<file path="config.mk">
export PLATFORM = sky130hd
export DESIGN_NAME = puf_soc_ro_sampler
export DESIGN_NICKNAME = d
export VERILOG_FILES = /design/src/rtl/puf_soc_pkg.sv /design/src/rtl/puf_soc_ro_cmp.sv /design/src/rtl/puf_soc_ro_sampler.sv
export SDC_FILE = /design/constraint.sdc
export NUM_CORES = 1
export LEC_CHECK = 0
export CAP_MARGIN = 20
export CORE_ASPECT_RATIO = 0.6
export CORE_MARGIN = 4
export CORE_UTILIZATION = 52
export CTS_BUF_LIST = sky130_fd_sc_hd__clkbuf_8
export DETAILED_ROUTE_END_ITERATION = 8
export HOLD_SLACK_MARGIN = 0.03
export PLACE_DENSITY = 0.88
export RECOVER_POWER = 25
export SYNTH_ARGS = -nofsm -noshare
export SYNTH_HDL_FRONTEND = slang
export SYNTH_SLANG_ARGS = --single-unit
</file>
<file path="constraint.sdc">
create_clock -name clk -period 4 [get_ports clk]
set_clock_uncertainty 0.1 [all_clocks]
set_input_delay 0.8 -clock clk [delete_from_list [all_inputs] [get_ports clk]]
set_output_delay 0.8 -clock clk [all_outputs]
set_load 0.1 [all_outputs]
</file>
<file path="src/rtl/puf_soc_pkg.sv">
// Shared types and defaults for the PUF ring-oscillator sampler.
package puf_soc_pkg;

  typedef enum logic [2:0] {
    ST_IDLE,
    ST_CLEAR,
    ST_COUNT,
    ST_SETTLE,
    ST_COMPARE,
    ST_DONE
  } state_e;

  localparam int WINDOW_DEF = 1024;
  localparam int SETTLE_DEF = 2;

endpackage

</file>
<file path="src/rtl/puf_soc_ro_cmp.sv">
// Registered count comparator producing one response bit plus tie/err flags.
module puf_soc_ro_cmp #(
  parameter int W = 32
) (
  input  logic         clk,
  input  logic         rst_n,
  input  logic [W-1:0] i_cnt_a,
  input  logic [W-1:0] i_cnt_b,
  input  logic         i_full_a,
  input  logic         i_full_b,
  output logic         o_gt,
  output logic         o_tie,
  output logic         o_err
);

  logic gt_d, gt_q;
  logic tie_d, tie_q;
  logic err_d, err_q;

  always_comb begin
    gt_d  = i_cnt_a > i_cnt_b;
    tie_d = i_cnt_a == i_cnt_b;
    err_d = i_full_a | i_full_b;
  end

  always_ff @(posedge clk) begin
    if (!rst_n) begin
      gt_q  <= 1'b0;
      tie_q <= 1'b0;
      err_q <= 1'b0;
    end else begin
      gt_q  <= gt_d;
      tie_q <= tie_d;
      err_q <= err_d;
    end
  end

  assign o_gt  = gt_q;
  assign o_tie = tie_q;
  assign o_err = err_q;

endmodule

</file>
<file path="src/rtl/puf_soc_ro_sampler.sv">
// Sequences clear/count/settle/compare over RESP_BITS oscillator pairs
// and hands the assembled response word out on a valid/ready handshake.
module puf_soc_ro_sampler
  import puf_soc_pkg::*;
#(
  parameter int CNT_BIT_SIZE = 32,
  parameter int WINDOW       = WINDOW_DEF,
  parameter int SETTLE       = SETTLE_DEF,
  parameter int RESP_BITS    = 16,
  parameter int SEL_W        = $clog2(RESP_BITS)
) (
  input  logic                    clk,
  input  logic                    rst_n,
  input  logic                    i_start,
  output logic                    o_busy,
  output logic                    o_cnt_clr_n,
  output logic                    o_cnt_en,
  output logic [SEL_W-1:0]        o_sel,
  input  logic [CNT_BIT_SIZE-1:0] i_cnt_a,
  input  logic [CNT_BIT_SIZE-1:0] i_cnt_b,
  input  logic                    i_full_a,
  input  logic                    i_full_b,
  output logic [RESP_BITS-1:0]    o_resp,
  output logic                    o_resp_valid,
  input  logic                    i_resp_ready,
  output logic                    o_tie,
  output logic                    o_err
);

  localparam int TMR_MAX = (WINDOW > SETTLE) ? WINDOW : SETTLE;
  localparam int TMR_W   = $clog2(TMR_MAX + 1);

  state_e state_d, state_q;
  logic [TMR_W-1:0]     tmr_d, tmr_q;
  logic [SEL_W-1:0]     idx_d, idx_q;
  logic [SEL_W-1:0]     sel_d, sel_q;
  logic [RESP_BITS-1:0] resp_d, resp_q;
  logic busy_d, busy_q;
  logic clr_n_d, clr_n_q;
  logic en_d, en_q;
  logic valid_d, valid_q;
  logic tie_d, tie_q;
  logic err_d, err_q;
  logic cmp_gt, cmp_tie, cmp_err;

  // Comparator samples every cycle; counts are stable through SETTLE.
  puf_soc_ro_cmp #(
    .W(CNT_BIT_SIZE)
  ) u_cmp (
    .clk     (clk),
    .rst_n   (rst_n),
    .i_cnt_a (i_cnt_a),
    .i_cnt_b (i_cnt_b),
    .i_full_a(i_full_a),
    .i_full_b(i_full_b),
    .o_gt    (cmp_gt),
    .o_tie   (cmp_tie),
    .o_err   (cmp_err)
  );

  always_comb begin
    state_d = state_q;
    tmr_d   = tmr_q;
    idx_d   = idx_q;
    sel_d   = sel_q;
    resp_d  = resp_q;
    busy_d  = busy_q;
    clr_n_d = clr_n_q;
    en_d    = en_q;
    valid_d = valid_q;
    tie_d   = tie_q;
    err_d   = err_q;
    unique case (state_q)
      ST_IDLE: begin
        if (i_start) begin
          state_d = ST_CLEAR;
          busy_d  = 1'b1;
          clr_n_d = 1'b0;
          sel_d   = '0;
          idx_d   = '0;
          resp_d  = '0;
          tie_d   = 1'b0;
          err_d   = 1'b0;
        end
      end
      ST_CLEAR: begin
        state_d = ST_COUNT;
        clr_n_d = 1'b1;
        en_d    = 1'b1;
        tmr_d   = '0;
      end
      ST_COUNT: begin
        if (tmr_q == TMR_W'(WINDOW - 1)) begin
          state_d = ST_SETTLE;
          en_d    = 1'b0;
          tmr_d   = '0;
        end else begin
          tmr_d = tmr_q + 1'b1;
        end
      end
      ST_SETTLE: begin
        if (tmr_q == TMR_W'(SETTLE - 1)) begin
          state_d = ST_COMPARE;
          tmr_d   = '0;
        end else begin
          tmr_d = tmr_q + 1'b1;
        end
      end
      ST_COMPARE: begin
        resp_d[idx_q] = cmp_gt;
        tie_d = tie_q | cmp_tie;
        err_d = err_q | cmp_err;
        if (idx_q == SEL_W'(RESP_BITS - 1)) begin
          state_d = ST_DONE;
          valid_d = 1'b1;
        end else begin
          state_d = ST_CLEAR;
          clr_n_d = 1'b0;
          idx_d   = idx_q + 1'b1;
          sel_d   = sel_q + 1'b1;
        end
      end
      ST_DONE: begin
        if (i_resp_ready) begin
          state_d = ST_IDLE;
          valid_d = 1'b0;
          busy_d  = 1'b0;
        end
      end
      default: state_d = ST_IDLE;
    endcase
  end

  always_ff @(posedge clk) begin
    if (!rst_n) begin
      state_q <= ST_IDLE;
      tmr_q   <= '0;
      idx_q   <= '0;
      sel_q   <= '0;
      resp_q  <= '0;
      busy_q  <= 1'b0;
      clr_n_q <= 1'b1;
      en_q    <= 1'b0;
      valid_q <= 1'b0;
      tie_q   <= 1'b0;
      err_q   <= 1'b0;
    end else begin
      state_q <= state_d;
      tmr_q   <= tmr_d;
      idx_q   <= idx_d;
      sel_q   <= sel_d;
      resp_q  <= resp_d;
      busy_q  <= busy_d;
      clr_n_q <= clr_n_d;
      en_q    <= en_d;
      valid_q <= valid_d;
      tie_q   <= tie_d;
      err_q   <= err_d;
    end
  end

  assign o_busy       = busy_q;
  assign o_cnt_clr_n  = clr_n_q;
  assign o_cnt_en     = en_q;
  assign o_sel        = sel_q;
  assign o_resp       = resp_q;
  assign o_resp_valid = valid_q;
  assign o_tie        = tie_q;
  assign o_err        = err_q;

endmodule

</file>
# Word-level counts from Yosys, hierarchy flattened
# Cells that the tools add are included.
# W data, S select, Z words.
[word_totals] reg_bits=47 input_bits=70 wordCells=84
[op_classes] n_addsub=3 magnitude_cmp=3 eq_ne=15 n_mux=31 n_bitwise=3 reduce_logical=15
[ops] cell="$pmux W11 S3" count=1
[ops] cell="$eq A32 B32 Y1" count=1
[ops] cell="$gt A32 B32 Y1" count=1
[ops] cell="$pmux W16 S2" count=1
[ops] cell="$mux W11" count=2
[ops] cell="$pmux W3 S6" count=1
[ops] cell="$bwmux W16" count=1
[ops] cell="$mux W16" count=1
[ops] cell="$pmux W4 S2" count=2
[ops] cell="$mux W3" count=5
[ops] cell="$mux W4" count=3
[ops] cell="$ne A2 B2 Y1 const B" count=6
[ops] cell="$reduce_and A3 Y1" count=4
[ops] cell="$add A11 B1 Y11 const B" count=1
[ops] cell="$eq A11 B1 Y1 const B" count=1
[ops] cell="$eq A11 B10 Y1 const B" count=1
[ops] cell="$pmux W1 S2" count=5
[ops] cell="$add A4 B1 Y4 const B" count=2
[ops] cell="$reduce_bool A2 Y1" count=4
[ops] cell="$mux W1" count=7
[ops] cell="$eq A3 B2 Y1 const B" count=2
[ops] cell="$eq A3 B3 Y1 const B" count=2
[ops] cell="$reduce_bool A3 Y1" count=2
[ops] cell="$lt A4 B5 Y1 const B" count=1
[ops] cell="other kinds (10)" count=13

# Longest topological paths before layout
[logic_depth] word_depth=6 ltp_mapped=8 mapped_depth_nobuf=7

# Modules after synthesis
# Synthesis repeated with hierarchy kept, for this count alone.
[unflattened] hier_cells=393 hier_area_um2=3195.6
[modules_own_cells] module="puf_soc_ro_sampler" n_inst=1 cells_each=272 area_each_um2=2292.2
[modules_own_cells] module="puf_soc_ro_cmp" n_inst=1 cells_each=121 area_each_um2=903.4

# Worst setup path after synthesis
# No wires, ideal clock.
[synth_timing] kind="in2reg" start="input port i_cnt_b[30]" end="register u_cmp.gt_q (netlist: u_cmp.o_gt)" arrival_ns=1.912 required_ns=3.774 slack_ns=1.862 stages=7 path_buffers=0 cell_sequence="inv_1 ha_1 nand4_1 nor2_1 a221o_1 a211oi_1 a21oi_1"
[synth_between] elab_chain_cells=1
[synth_lines] element="start: declaration" line="puf_soc_ro_sampler.sv:20" rtl="input logic [CNT_BIT_SIZE-1:0] i_cnt_b,"
[synth_lines] element="$gt A32 B32 Y1" line="puf_soc_ro_cmp.sv:21" rtl="gt_d = i_cnt_a > i_cnt_b;"
[synth_lines] element="end signal: assignment" line="puf_soc_ro_cmp.sv:32" rtl="gt_q <= gt_d;"
[synth_lines] element="end: declaration" line="puf_soc_ro_cmp.sv:16" rtl="logic gt_d, gt_q;"
# No other way between the ends.
# A chain may end at the register's enable or synchronous reset.

# Worst setup path after layout
[layout_timing] start="register sel_q[0] (netlist: o_sel[0])" end="output port o_sel[0]"
[layout_lines] element="start: declaration" line="puf_soc_ro_sampler.sv:36" rtl="logic [SEL_W-1:0] sel_d, sel_q;"
[layout_lines] element="start signal: assignment" line="puf_soc_ro_sampler.sv:151" rtl="sel_q <= sel_d;"
[layout_lines] element="end: declaration" line="puf_soc_ro_sampler.sv:18" rtl="output logic [SEL_W-1:0] o_sel,"
# No word-level cell between the ends.

==> qor.csv <==
metric,value,unit
hold_path_end,o_busy$_SDFFE_PN0P_,
cts_tree,built,
p_per_area,401.2,nW/um^2
wl_met3,650,microns
io_pins,96,
antenna_found_initial,0,
status,completed,
firstDrtPassIters,6,
grt_first_pass_wirelength,14370,microns
swShare,0.4077,
dr_wl_met2,3861,microns
final_common_cell,clkdlybuf4s50_1,
worst_pin_slew,1304,ps
gp_congestion,0.9020,
drive_gt1_frac,0.03198,
required,3100,ps
max_freq,353.6,MHz
htree_levels,2,
cts-root-buf,clkbuf_8,
cts_resized,0,
grt-ovfl-total,0,
synth_seq_area_share,0.3031,
clk_latency,320,ps
max_slew_margin,0.1291,
cp.arrival,1930,ps
clockBufferDepth,2,
syn_area,3104,sq um
core_area,5675,sq um
synth_cell_types,55,
holdPathStages,2,
worst_ir_drop_vdd,0.2607,mV
most-common-layout-cells,"clkdlybuf4s50_1 (93), dfxtp_1 (47), inv_1 (42)",
clock_sinks,47,
syn_inst,381,
seqPwrFrac,0.349,
post-cts-setup-buffer-count,0,
hpwl,6892,microns
combinationalPowerShare,0.397,
grt_usage,0.2499,
ys_ff_latch,47,
crit_type,register to output pin,
p_clk_frac,0.253,
critPathLaunchType,register,
rows,21,
hp-start,o_busy$_SDFFE_PN0P_,
drv_slew,0,
dp_slack,1090,ps
hold_class,register to register,
postSynthAreaPerCell,8.148,sq um
p_int,991.4,uW
nets,577,
critical_path.top_delay_family,buffers and inverters,
port_buffers,95,
min_period,2828,ps
cts_hold_buf,0,
synthToLayoutAreaGrowth,34.42,%
finalSetupViolCount,0,
rsz0062_at_grt,no,
ant_nets,0,
placed_area,4080,sq um
fin_area,4173,sq um
viasPerCell,5.732,
wire_per_inst,15.93,microns
top_layer,met4,
p_sw,682.5,uW
antenna_cells,0,
cp_slowest_cell,clkdlybuf4s50_1,
maxCapViolCount,0,
leakagePower,1.711,nW
slowest_delay,1170,ps
setup_slack,1172,ps
crit_path_end_kind,output pin,
ys.flop_type,dfxtp_1,
routed_wl,8743,microns
fin_total_pwr,1.674,mW
stdcell_count,549,
period_share,0.7070,
drc,0,
synthesis.nets,490,
start_util,0.5470,
cp_max_fo,5,
async_reset_ff_frac,0,
regToRegSetupSlack,1220,ps
dieArea,7311,sq um
first_global_vias,3061,
cts_buffers,5,
reg2reg_to,tmr_q[3]$_SDFFE_PN0P_,
wl_met1,4071,microns
synth_enable_flop_cells,0,
die_h,67.85,microns
grt_max_degree,25,
reg2reg_depth,5,
first_iter_violations,208,
critPathBufInv,1,
dr_total_vias,3147,
tns,0,ps
hold_viol_final,0,
clk_pin_slew,90,ps
crit_path_cell_trace,clkdlybuf4s50_1,
die_w,107.7,microns
dp_cells,541,
r2r-start,state_q[1]$_SDFFE_PN0P_,
ys_warn_count,0,
==> stage by stage <==
stage | hold WS, ps | utilization
floorplan | 333.4 | -
global placement | 331.4 | 0.7189
detailed placement | 344.8 | 0.7189
CTS | 358.9 | 0.7423
global route | 395.4 | 0.7352
finish | 353.0 | 0.7352
==> power groups by stage <==
stage	registers, mW	clock network [mW]	logic, mW
5_1_grt	0.594	0.441	0.722
6_report	0.585	0.424	0.665
3_3_place_gp	0.590	0	0.658
2_1_floorplan	0.678	0	0.412
4_1_cts	0.584	0.424	0.684
3_5_place_dp	0.594	0	0.678
==> tightest hold or removal path: cells and delay by family, from the launching register on <==
| kind | cells | cell delay, ps |
|---|---|---|
| compound gates | 1 | 50 |
| flops | 1 | 320 |
| buf+inv | 1 | 50 |
==> how the worst max path moves through the flow <==
stage	from	end	depth (start not counted)
detailed placement	i_cnt_b[21]	u_cmp.o_gt$_SDFF_PN0_	8
global placement	i_cnt_b[21]	u_cmp.o_gt$_SDFF_PN0_	8
finish	o_sel[0]$_SDFFE_PN0P_	o_sel[0]	1
global route	state_q[1]$_SDFFE_PN0P_	tmr_q[3]$_SDFFE_PN0P_	5
CTS	o_sel[0]$_SDFFE_PN0P_	o_sel[0]	1
floorplan	i_cnt_b[30]	u_cmp.o_gt$_SDFF_PN0_	7
==> routing by layer <==
layer,up-vias,track usage
met4,0,0.06299
met2,134,0.4056
met3,15,0.06315
met1,1445,0.3370
li1,1553,-
met5,-,0
==> final cells by class <==
cell class / count / area (sq um)
clock inverters: 3 / 63.81
fillers: 447 / 1503
flip-flops and latches: 47 / 940.9
inverters: 41 / 153.9
clock buffers: 5 / 68.82
well taps: 80 / 100.1
repair buffers: 97 / 962.2
multi-input cells: 276 / 1883
==> flip-flops by register name, summed over array words and instances, names as in the netlist <==
| name | cells |
|---|---|
| o_err | 1 |
| o_busy | 1 |
| tmr_q | 11 |
| o_cnt_clr_n | 1 |
| o_resp | 16 |
| o_cnt_en | 1 |
| u_cmp.o_err | 1 |
| o_resp_valid | 1 |
| state_q | 3 |
| u_cmp.o_gt | 1 |
| o_tie | 1 |
| o_sel | 4 |
| idx_q | 4 |
| u_cmp.o_tie | 1 |
==> cell usage after synthesis, drive strengths merged (2+ instances only) <==
| library cell | number | area, sq um |
|---|---|---|
| a211oi | 3 | 22.52 |
| a21o | 4 | 30.03 |
| a21oi | 38 | 190.2 |
| a221o | 3 | 30.03 |
| a31oi | 9 | 56.30 |
| and2 | 6 | 40.04 |
| buf | 7 | 52.54 |
| clkbuf | 10 | 37.54 |
| dfxtp | 47 | 940.9 |
| ha | 39 | 488.0 |
| inv | 41 | 153.9 |
| mux2i | 2 | 20.02 |
| nand2 | 36 | 135.1 |
| nand3 | 14 | 82.58 |
| nand3b | 3 | 22.52 |
| nand4 | 27 | 183.9 |
| nor2 | 32 | 120.1 |
| nor2b | 2 | 12.51 |
| nor3 | 3 | 15.01 |
| nor3b | 2 | 20.02 |
| nor4 | 6 | 52.55 |
| o211ai | 9 | 67.56 |
| o21ai | 6 | 30.03 |
| o311ai | 4 | 35.03 |
| o41ai | 2 | 17.52 |
| or3 | 2 | 13.77 |
| xor2 | 5 | 43.79 |
==> cells by family after synthesis <==
family	share of synthesized area
XOR/XNOR	0.01693
buffers and inverters	0.07860
adder cells (fa/ha/maj)	0.1572
AO/OA/AOI/OAI	0.1915
multiplexers	0.006449
flip-flops	0.3031
AND/OR/NAND/NOR	0.2463
Power figures use the tool's default switching activity.
